**config.mk**
```make
export PLATFORM = sky130hd
export DESIGN_NAME = conv_pool_out
export DESIGN_NICKNAME = d
export VERILOG_FILES = /design/src/rtl/conv_pool_out.sv
export SDC_FILE = /design/constraint.sdc
export NUM_CORES = 1
export LEC_CHECK = 0
export CORE_MARGIN = 8
export CORE_UTILIZATION = 55
export DETAILED_ROUTE_END_ITERATION = 6
export GPL_TIMING_DRIVEN = 0
export PLACE_DENSITY_LB_ADDON = 0.12
export SKIP_LAST_GASP = 1
export SYNTH_ARGS = -nofsm -noshare
export SYNTH_HDL_FRONTEND = slang
export SYNTH_SLANG_ARGS = --single-unit
export TNS_END_PERCENT = 50
```
**constraint.sdc**
```tcl
create_clock -name clk -period 4.5 [get_ports clk]
set_input_delay 1.35 -clock clk [delete_from_list [all_inputs] [get_ports clk]]
set_output_delay 1.35 -clock clk [all_outputs]
set_load 0.005 [all_outputs]
```
**src/rtl/conv_pool_out.sv**
```systemverilog
// Requantises conv-core accumulators to Q8.8 with optional ReLU.
// Then max-pools 2x2/stride-2 windows over a raster-ordered map, using a half-width line buffer.
module conv_pool_out #(
    parameter int IN_W  = 39,
    parameter int SHIFT = 8,
    parameter int OUT_W = 16,
    parameter int MAP_W = 26,
    parameter int MAP_H = 26,
    parameter int RELU  = 1
) (
    input  logic                    clk,
    input  logic                    rst,
    input  logic signed [IN_W-1:0]  in_data,
    input  logic                    in_valid,
    output logic signed [OUT_W-1:0] out_data,
    output logic                    out_valid,
    output logic                    map_done
);

    localparam int CW    = (MAP_W > 1) ? $clog2(MAP_W) : 1;
    localparam int RW    = (MAP_H > 1) ? $clog2(MAP_H) : 1;
    localparam int NPAIR = MAP_W / 2;
    localparam int LW    = (NPAIR > 1) ? $clog2(NPAIR) : 1;
    localparam int QW    = IN_W - SHIFT + 1;

    localparam logic [CW-1:0] COL_LAST      = CW'(MAP_W - 1);
    localparam logic [CW-1:0] COL_POOL_LAST = CW'(NPAIR * 2 - 1);
    localparam logic [RW-1:0] ROW_LAST      = RW'(MAP_H - 1);
    localparam logic [RW-1:0] ROW_POOL_LAST = RW'((MAP_H / 2) * 2 - 1);

    localparam logic signed [IN_W:0] HALF   = (IN_W + 1)'(1) << (SHIFT - 1);
    localparam logic signed [QW-1:0] SAT_HI = QW'((2 ** (OUT_W - 1)) - 1);
    localparam logic signed [QW-1:0] SAT_LO = QW'(-(2 ** (OUT_W - 1)));

    function automatic logic signed [OUT_W-1:0] sat_round(input logic signed [IN_W-1:0] x);
        logic signed [IN_W:0] biased;
        logic signed [QW-1:0] q;
        biased = {x[IN_W-1], x} + HALF;
        q      = QW'(biased >>> SHIFT);
        if (q > SAT_HI)
            return SAT_HI[OUT_W-1:0];
        else if (q < SAT_LO)
            return SAT_LO[OUT_W-1:0];
        else
            return q[OUT_W-1:0];
    endfunction

    function automatic logic signed [OUT_W-1:0] relu(input logic signed [OUT_W-1:0] x);
        return (RELU != 0 && x < 0) ? '0 : x;
    endfunction

    function automatic logic signed [OUT_W-1:0] smax(input logic signed [OUT_W-1:0] a,
                                                     input logic signed [OUT_W-1:0] b);
        return (a > b) ? a : b;
    endfunction

    logic signed [OUT_W-1:0] r_p1_q;
    logic                    vld_p1_q;
    logic [CW-1:0]           col_q, col_d;
    logic [RW-1:0]           row_q, row_d;
    logic signed [OUT_W-1:0] pair_q, pair_d;
    logic signed [OUT_W-1:0] out_data_q, out_data_d;
    logic                    out_valid_q, out_valid_d;
    logic                    map_done_q, map_done_d;
    logic signed [OUT_W-1:0] lbuf_q [NPAIR];
    logic                    lb_we;
    logic signed [OUT_W-1:0] lb_wdata;
    logic [LW-1:0]           lb_idx;

    // Stage 1: requantise, saturate, rectify
    always_ff @(posedge clk) begin
        if (rst)
            vld_p1_q <= 1'b0;
        else
            vld_p1_q <= in_valid;
        if (in_valid)
            r_p1_q <= relu(sat_round(in_data));
    end

    // Stage 2: raster position tracking and window max
    assign lb_idx   = LW'(col_q >> 1);
    assign lb_wdata = smax(pair_q, r_p1_q);

    always_comb begin
        col_d       = col_q;
        row_d       = row_q;
        pair_d      = pair_q;
        out_data_d  = out_data_q;
        out_valid_d = 1'b0;
        map_done_d  = 1'b0;
        lb_we       = 1'b0;
        if (vld_p1_q) begin
            if (col_q == COL_LAST) begin
                col_d = '0;
                row_d = (row_q == ROW_LAST) ? '0 : row_q + 1'b1;
            end else begin
                col_d = col_q + 1'b1;
            end
            // Even columns (including an odd-width trailing one) only load the pair register
            if (!col_q[0]) begin
                pair_d = r_p1_q;
            end else if (!row_q[0]) begin
                lb_we = 1'b1;
            end else begin
                out_data_d  = smax(lbuf_q[lb_idx], lb_wdata);
                out_valid_d = 1'b1;
                map_done_d  = (row_q == ROW_POOL_LAST) && (col_q == COL_POOL_LAST);
            end
        end
    end

    always_ff @(posedge clk) begin
        if (rst) begin
            col_q       <= '0;
            row_q       <= '0;
            pair_q      <= '0;
            out_data_q  <= '0;
            out_valid_q <= 1'b0;
            map_done_q  <= 1'b0;
        end else begin
            col_q       <= col_d;
            row_q       <= row_d;
            pair_q      <= pair_d;
            out_data_q  <= out_data_d;
            out_valid_q <= out_valid_d;
            map_done_q  <= map_done_d;
        end
    end

    always_ff @(posedge clk) begin
        if (lb_we)
            lbuf_q[lb_idx] <= lb_wdata;
    end

    assign out_data  = out_data_q;
    assign out_valid = out_valid_q;
    assign map_done  = map_done_q;

endmodule

```
======== Word level (Yosys, flattened, before mapping) ========
Memory sizes are Yosys's and may differ from the RTL's. A register that Yosys moved wholly into a read port is not among the register bits.
Index checks and enable logic that the tools add are counted.
operators by class
  add/sub/neg operators ................... 3
  order comparisons ....................... 5
  equality and inequality tests ........... 2
  multiplexer cells ....................... 15
  bitwise logic cells ..................... 3
  reductions and logical operators ........ 6
operator list
  operator                                                                number
  16-bit 2-to-1 mux                                                       5
  39-bit by 9-bit adder with 40-bit output, second input constant         1
  16-bit > comparator                                                     2
  32-bit by 16-bit > comparator with 1-bit output, second input constant  1
  32-bit by 16-bit < comparator with 1-bit output, second input constant  1
  16-bit by 1-bit < comparator with 1-bit output, second input constant   1
  5-bit by 1-bit adder with 5-bit output, second input constant           2
  5-bit == test, second input constant                                    2
  5-bit 2-to-1 mux                                                        2
  4-bit 2-to-1 mux                                                        2
  1-bit 2-to-1 mux                                                        6
  2-bit AND reduction                                                     2
  4-bit OR reduction                                                      1
  1-bit inverter                                                          3
  3-bit AND reduction                                                     1
  3-bit OR reduction                                                      1
  1-bit logical AND                                                       1
storage, ports and cells
  register bits ........................... 61
  memory bits (writable) .................. 208
  input port bits ......................... 42
  output and inout port bits .............. 18
  word-level logic and storage cells ...... 43
  memories ................................ 1
memories
  memory  depth  bits a word  rd ports  clocked after Yosys merged registers in  wr ports  RTL line  source
  lbuf_q  13     16           1         1                                        1         65        logic signed [OUT_W-1:0] lbuf_q [NPAIR];

======== Logic depth before layout (Yosys ltp) ========
Gate-level depths: netlist of the first run.
  word-level depth ........................ 6
  gate-level depth with buffers ........... 20
  gate-level depth less buffers ........... 17

======== Worst setup path after synthesis of the first run ========
OpenSTA, ideal clock, no wires.
  path type ............................... reg2reg
  from .................................... register r_p1_q[7]
  to ...................................... register out_data_q[10], in the netlist out_data[10]
  library setup time ...................... 0.125 ns
  arrival time ............................ 4.170 ns
  data required time ...................... 4.375 ns
  slack ................................... 0.204 ns
  cell stages (with the launch flop) ...... 19
  buffers on the path ..................... 3
  clock period less this slack ............ 4.296 ns
  path through ............................ edfxtp_1 > inv_1 > ha_1 > a21oi_1 > o21ai_0 > o2bb2ai_1 > or4_1 > buf_4 > buf_6 > mux2i_1 > or3_4 > ha_1 > nand4_1 > nor4_1 > a221oi_1 > a21boi_1 > nand2b_1 > clkbuf_1 > o21ai_0
on the way
  word-level cells in the longest chain between the ends .. 4
RTL lines
  item                    RTL line  source
  from (decl)             57        logic signed [OUT_W-1:0] r_p1_q;
  from (signal assigned)  77        r_p1_q <= relu(sat_round(in_data));
  16-bit > comparator     54        return (a > b) ? a : b;
  16-bit 2-to-1 mux (*)   54
  16-bit > comparator     54
  16-bit 2-to-1 mux (*)   54
  to (signal assigned)    124       out_data_q <= out_data_d;
  to (decl)               62        logic signed [OUT_W-1:0] out_data_q, out_data_d;
Mark *: on every way between the ends. The rest lies on a longest branch, timed or not.
A chain may end at the register's enable or synchronous reset.

======== Worst setup path after layout of the first run ========
  from .................................... register r_p1_q[13]
  to ...................................... register out_data_q[13], in the netlist out_data[13]
Same word-level chain as after synthesis.

==> run_results.csv, run 1 <==
group,metric,value,unit
setup_path,worst_setup_path_end_kind,"flip-flop",
synth,synth.avg_cell_area,14.2,um^2
sta,tightest_slew,1380,ps
min_path,hp-class,"reg -> reg",
place,io_buffers,52,
floorplanning,coreArea,22600,um^2
setup_path,r2r_cells,18,
setup_path,reg2reg_from,"r_p1_q[13]",
clocking,clock_latency,540,ps
floorplanning,die_area,27900,um^2
synth,synth-edff-count,224,
routing,wl_per_cell,23.8,um
global_route,grt_pass1_vias,7742,
setup_path,r2r_setup_slack,50,ps
clocking,cts_tree,"done",
clocking,ctsLongestPathBuffers,3,
clocking,clkTransAtPathRegs,60,ps
place,dpl_cell_area,13700,um^2
clocking,cts_buffers,28,
finish,final_area,15100,um^2
sta,period_share,98.8,%
finish,diodes,0,
setup_path,arrival,4880,ps
clocking,cts.sinks,273,
sta,fin_skew,10.2,ps
pwr,peakVddDrop,319,uV
synth,synth_flop_cell,"edfxtp_1",
floorplanning,die_h,167,um
place,place_congestion,0.855,
min_path,hold_start,"out_data[10]",
pwr,total_power,5.76,mW
place,place_hpwl,21.3,mm
synth,async_flop_share,0,%
synth,ys_seq_area_share,61.3,%
global_route,grt-ovfl-total,0,
synth,ys_ff_latch,273,
pwr,power.density,381,nW/um^2
min_path,min_to,"out_data[10]",
setup_path,worstSetupStartpointType,"flip-flop",
synth,yosysUniqueCellTypes,66,
finish,final_common_cell,"edfxtp_1",
finish,drive_gt1_share,22.4,%
run,cap_violations,0,
sta,fmax,0.225,GHz
setup_path,r2r-end,"out_data[13]",
floorplanning,ios,60,
global_route,grt_pass1_wl,46.3,mm
run_status,status,"completed",
place,place_inst,1240,
sta,drv_slew,0,
global_route,grt_use_total,21.5,%
finish,fin_nets,1092,
pwr,p_leak,5.15,nW
global_route,grt_max_degree,18,
finish,most-common-layout-cells,"edfxtp_1, nand2_1, mux4_2, clkdlybuf4s50_1, dfxtp_1",
sta,max_slew_margin,8.05,%
routing,ant_nets,0,
place,place_ws,-819,ps
floorplanning,fp-row-count,55,
floorplanning,die_w,167,um
sta,worst_hold_slack,481,ps
clocking,ctsHtreeMaxLevel,1,
synth,syn_area,12600,um^2
setup_path,crit_type,"reg -> reg",
global_route,antenna_found_initial,0,
synth,yosysWarnings,0,
synth,syn-num-nets,967,
routing,drt-initial-drc-count,795,
sta,tns,0,ps
finish,syn_to_final_growth,20.4,%
routing,firstDrtPassIters,5,
routing,drcViolationCount,0,
min_path,holdPathStages,2,
setup_path,required,4930,ps
floorplanning,start_util,55.7,%
routing,vias_per_cell,6.16,
finish,utilization,67.0,%
sta,setup_violations,0,
sta,fin_crit,4450,ps
synth,syn_inst,888,
clocking,cts_root_buf,"clkbuf_16",
finish,instances_no_fill,1317,
sta,final.setup.worst_slack,52.1,ps
setup_path,worstPathMaxFanout,8,
routing,drt-total-wl,31.4,mm
sta,hold_viol_final,0,
routing,vias,8110,
## where the power goes
part	internal [mW]	switching (mW)	total, mW
combinational	0.303	0.424	0.727
clock	1.22	0.931	2.15
sequential	2.85	0.0330	2.88
## cell families (layout without fill, tap and decap cells)
group / after synthesis / count (layout) / share of synthesized area (%)
muxes: 80 / 80 / 11.9
buffers and inverters: 90 / 234 / 3.06
AOI/OAI and AO/OA: 142 / 142 / 7.88
DFF: 273 / 273 / 61.3
and+or+nand+nor: 241 / 241 / 10.4
other: 1 / 1 / 0.0298
adders and majority gates: 37 / 37 / 3.68
xor gates and xnor gates: 24 / 24 / 1.67
## cell usage after synthesis (all sizes together) (2+ instances only)
cell | count | share of area (%)
a211oi | 10 | 0.60
a21boi | 2 | 0.15
a21o | 3 | 0.18
a21oi | 40 | 1.6
a221oi | 15 | 1.0
a311oi | 3 | 0.21
a31oi | 3 | 0.15
a32o | 2 | 0.16
a32oi | 15 | 1.0
and2 | 4 | 0.20
and3 | 12 | 0.66
and4 | 3 | 0.24
buf | 17 | 0.87
clkbuf | 32 | 0.97
dfxtp | 49 | 7.8
edfxtp | 224 | 54
ha | 37 | 3.7
inv | 41 | 1.2
mux2i | 24 | 1.9
mux4 | 56 | 10
nand2 | 66 | 2.0
nand2b | 9 | 0.45
nand3 | 14 | 0.56
nand4 | 18 | 0.90
nand4b | 2 | 0.14
nor2 | 47 | 1.4
nor2b | 15 | 0.75
nor3 | 6 | 0.24
nor3b | 3 | 0.18
nor4 | 5 | 0.42
o21a | 2 | 0.12
o21ai | 20 | 0.80
o22ai | 16 | 0.85
or2 | 2 | 0.10
or3 | 31 | 1.9
xnor2 | 11 | 0.77
xor2 | 13 | 0.91
## worst max-delay path, stage by stage, from the launching register on
cell and delay, ps:
edfxtp_1 450, inv_2 90, ha_4 280, nand4_1 240, nor3_4 320, a21boi_4 290
or3_1 160, buf_6 140, buf_8 140, buf_12 110, a221oi_1 80, or3_4 460
ha_1 310, nand2_1 80, o21ai_0 130, a221oi_2 350, a21boi_4 130, or3_1 320
a32o_1 240
## worst max path at each step
stage,slack [ps],from,endpoint,cells after the start
after floorplan,200,r_p1_q[7],out_data[10],18
after global placement,-810,r_p1_q[14],out_data[12],17
after detailed placement,-820,r_p1_q[14],out_data[14],17
after CTS,10,r_p1_q[13],out_data[15],18
after global routing,-110,r_p1_q[13],out_data[0],19
final,50,r_p1_q[13],out_data[13],18
## state kept, by name (all words and copies together) (netlist names), named ones only
name,cells
col_q,5
lbuf_q,208
map_done,1
out_data,16
out_valid,1
pair_q,16
r_p1_q,16
row_q,5
vld_p1_q,1
## metal layers
layer  vias to the layer above  wire length, um  global-route usage (%)
met4                         0              790                    6.56
met2                       293            14800                    33.5
met5                         -                0                       0
met1                      4047            13800                    31.0
met3                        50             1990                    3.29
li1                       3720                -                       -
## layout make-up
cell class | count | area [um^2]
flip-flops and latches | 273 | 7710
fillers | 1624 | 7440
multi-input cells | 525 | 4760
repair buffers | 95 | 1010
clock buffers | 38 | 788
well taps | 285 | 357
plain buffers | 49 | 282
inverters | 41 | 158
clock inverters | 11 | 75.1
## what timing repair did
action / CTS / global route
cloned: 0 / 1
endpoints found under the hold margin: 0 / 0
endpoints found under the setup margin: 16 / 16
pin swaps: 4 / 23
hold buffers: 0 / 0
gates resized for setup: 15 / 50
setup buffers: 7 / 20
Note: power is estimated with default switching activity, not from simulation.
==> run 2, diff against run 1 <==
- HOLD_SLACK_MARGIN: not set -> 0.06
==> results of run 2 <==
Same layout as run 1: the final DEF is identical, and so are final timing and power.
==> run 3, diff against run 2 <==
- CORE_UTILIZATION: 55 -> 34
- GPL_TIMING_DRIVEN: 0 -> not set
==> run_results.csv, run 3 (synthesized netlist as in run 1, its figures left out) <==
group,metric,value,unit
pwr,total_power,6.04,mW
run_status,status,"completed",
floorplanning,ios,60,
routing,ant_nets,0,
floorplanning,coreArea,36500,um^2
setup_path,crit_family,"simple AND/OR/NAND/NOR gates",
finish,final_common_cell,"edfxtp_1",
routing,drt-total-wl,33.1,mm
pwr,swShare,23.8,%
floorplanning,die_w,208,um
finish,largest_register,"lbuf_q",
routing,vias_per_cell,5.23,
setup_path,crit_type,"reg -> reg",
floorplanning,start_util,34.4,%
clocking,ctsHoldBuffers,0,
sta,fmax,0.224,GHz
sta,hold_viol_final,0,
clocking,cts_buffers,29,
routing,vias,7894,
sta,max_slew_margin,36.5,%
clocking,clkTransAtPathRegs,60,ps
setup_path,path_cells,"inv_2 -> ha_4 -> nand4_1 -> nor2_2 -> o2bb2ai_2 -> or4_4 -> buf_12 -> mux2i_1 -> or3_4 -> ha_4 -> nand4_1 -> nor4_4 -> a21oi_1 -> a21boi_2 -> buf_6 -> or3_1 -> a32o_1",
place,place_inst,1450,
floorplanning,fp-row-count,70,
finish,fin_nets,1099,
place,place_ws,-116,ps
setup_path,worst_setup_path_end_kind,"flip-flop",
finish,multi_input_area,4800,um^2
finish,fillers,3327,
sta,tns,0,ps
pwr,power_frac_comb,12.6,%
global_route,met1_usage,21.1,%
place,place_congestion,0.743,
setup_path,arrival,4910,ps
floorplanning,die_area,43400,um^2
setup_path,cpPeakStageDelay,600,ps
finish,syn_to_final_growth,23.8,%
global_route,grt_pass1_vias,8046,
finish,most-common-layout-cells,"edfxtp_1, buf_4, nand2_1, mux4_2, clkdlybuf4s50_1",
floorplanning,die_h,208,um
routing,drt-initial-drc-count,482,
finish,final_area,15600,um^2
pwr,p_leak,5.30,nW
sta,rsz0062_at_grt,"yes",
place,place_hpwl,22.3,mm
sta,tightest_slew,950,ps
clocking,cts.sinks,273,
clocking,clock_latency,560,ps
clocking,cts_root_buf,"clkbuf_16",
setup_path,crit_path_top_delay_cell,"or4_4",
pwr,p_switching,1.44,mW
sta,setup_violations,0,
sta,fin_crit,4470,ps
global_route,grt_use_total,14.9,%
run,cap_violations,0,
clocking,cts_tree,"done",
global_route,grt_max_degree,38,
clocking,ctsLongestPathBuffers,3,
finish,seq_area,7710,um^2
pwr,p_int,4.60,mW
finish,diodes,0,
setup_path,worstPathMaxFanout,7,
global_route,top_usage_layer,"met2",
pwr,peakVddDrop,222,uV
place,io_buffers,52,
sta,fin_skew,18.7,ps
global_route,met2_usage,24.2,%
routing,wl_per_cell,21.9,um
setup_path,required,4940,ps
routing,drcViolationCount,0,
sta,worst_hold_slack,475,ps
finish,drive_gt1_share,26.8,%
global_route,grt_pass1_wl,50.0,mm
setup_path,worstSetupStartpointType,"flip-flop",
global_route,grtUsageMet3,1.80,%
finish,instances_no_fill,1509,
sta,drv_slew,0,
global_route,antenna_found_initial,0,
sta,period_share,99.3,%
pwr,p_clk_share,39.7,%
routing,firstDrtPassIters,5,
pwr,power.density,388,nW/um^2
clocking,ctsHtreeMaxLevel,1,
place,dpl_cell_area,14300,um^2
finish,largest_reg_flops,208,
min_path,hp-class,"reg -> reg",
finish,utilization,42.6,%
global_route,grt-ovfl-total,0,
setup_path,timing.critical_path.buf_inv,3,
sta,final.setup.worst_slack,30.7,ps
pwr,seq_power_share,47.7,%
==> run 3: cell count changes in the layout (fill, tap and decap cells not counted), moves of 4 or more <==
| cell | before | now |
|---|---|---|
| buf_4 | 25 | 89 |
| clkbuf_1 | 33 | 6 |
| buf_8 | 9 | 0 |
| buf_2 | 8 | 0 |
| buf_6 | 10 | 3 |
| clkbuf_8 | 6 | 0 |
| clkinv_2 | 1 | 6 |
| bufinv_16 | 0 | 4 |
==> run 3: layout make-up <==
cell class / count / area share [%]
clock buffer: 35 / 4.81
clock inverter: 17 / 1.34
inverter: 41 / 0.989
multi-input combinational: 525 / 30.9
sequential: 273 / 49.6
tap: 468 / 3.76
timing repair buffer: 150 / 8.66
==> run 3: repair_timing <==
item                       4_1_cts  5_1_grt
resized for setup                9       45
setup endpoints to repair       16       16
buffers inserted                 1        4
pin swaps                        1       14
gates cloned                     1        1
==> run 3: worst register-to-register path, stage by stage (launching register included) <==
cell and delay, ps:
edfxtp_1 510, inv_2 140, ha_4 210, nand4_1 190, nor2_2 60, o2bb2ai_2 140
or4_4 600, buf_12 170, mux2i_1 110, or3_4 370, ha_4 280, nand4_1 220
nor4_4 380, a21oi_1 110, a21boi_2 180, buf_6 150, or3_1 300, a32o_1 250
==> run 3: worst paths after layout <==
kind,start,end,cells past startpoint,slack (ps)
setup / recovery,r_p1_q[13],out_data[13],17,30
setup reg to reg,r_p1_q[13],out_data[13],17,30
hold / removal,out_data[1],out_data[1],2,480
hold reg to reg,out_data[1],out_data[1],2,480
==> run 3: power groups by stage <==
stage                     logic [mW]  clock network, mW  registers [mW]
after detailed placement       0.696                  0            2.93
after CTS                      0.705               2.46            2.88
final                          0.763               2.40            2.88
after global placement         0.691                  0            2.93
after floorplan                0.400                  0            2.92
after global routing           0.840               2.56            2.88
==> run 3: per-layer routing <==
| layer | routed length [um] | part of all wire, % |
|---|---|---|
| met1 | 15700 | 48 |
| met3 | 1230 | 3.7 |
| met2 | 15600 | 47 |
| met4 | 542 | 1.6 |
| met5 | 0 | 0 |
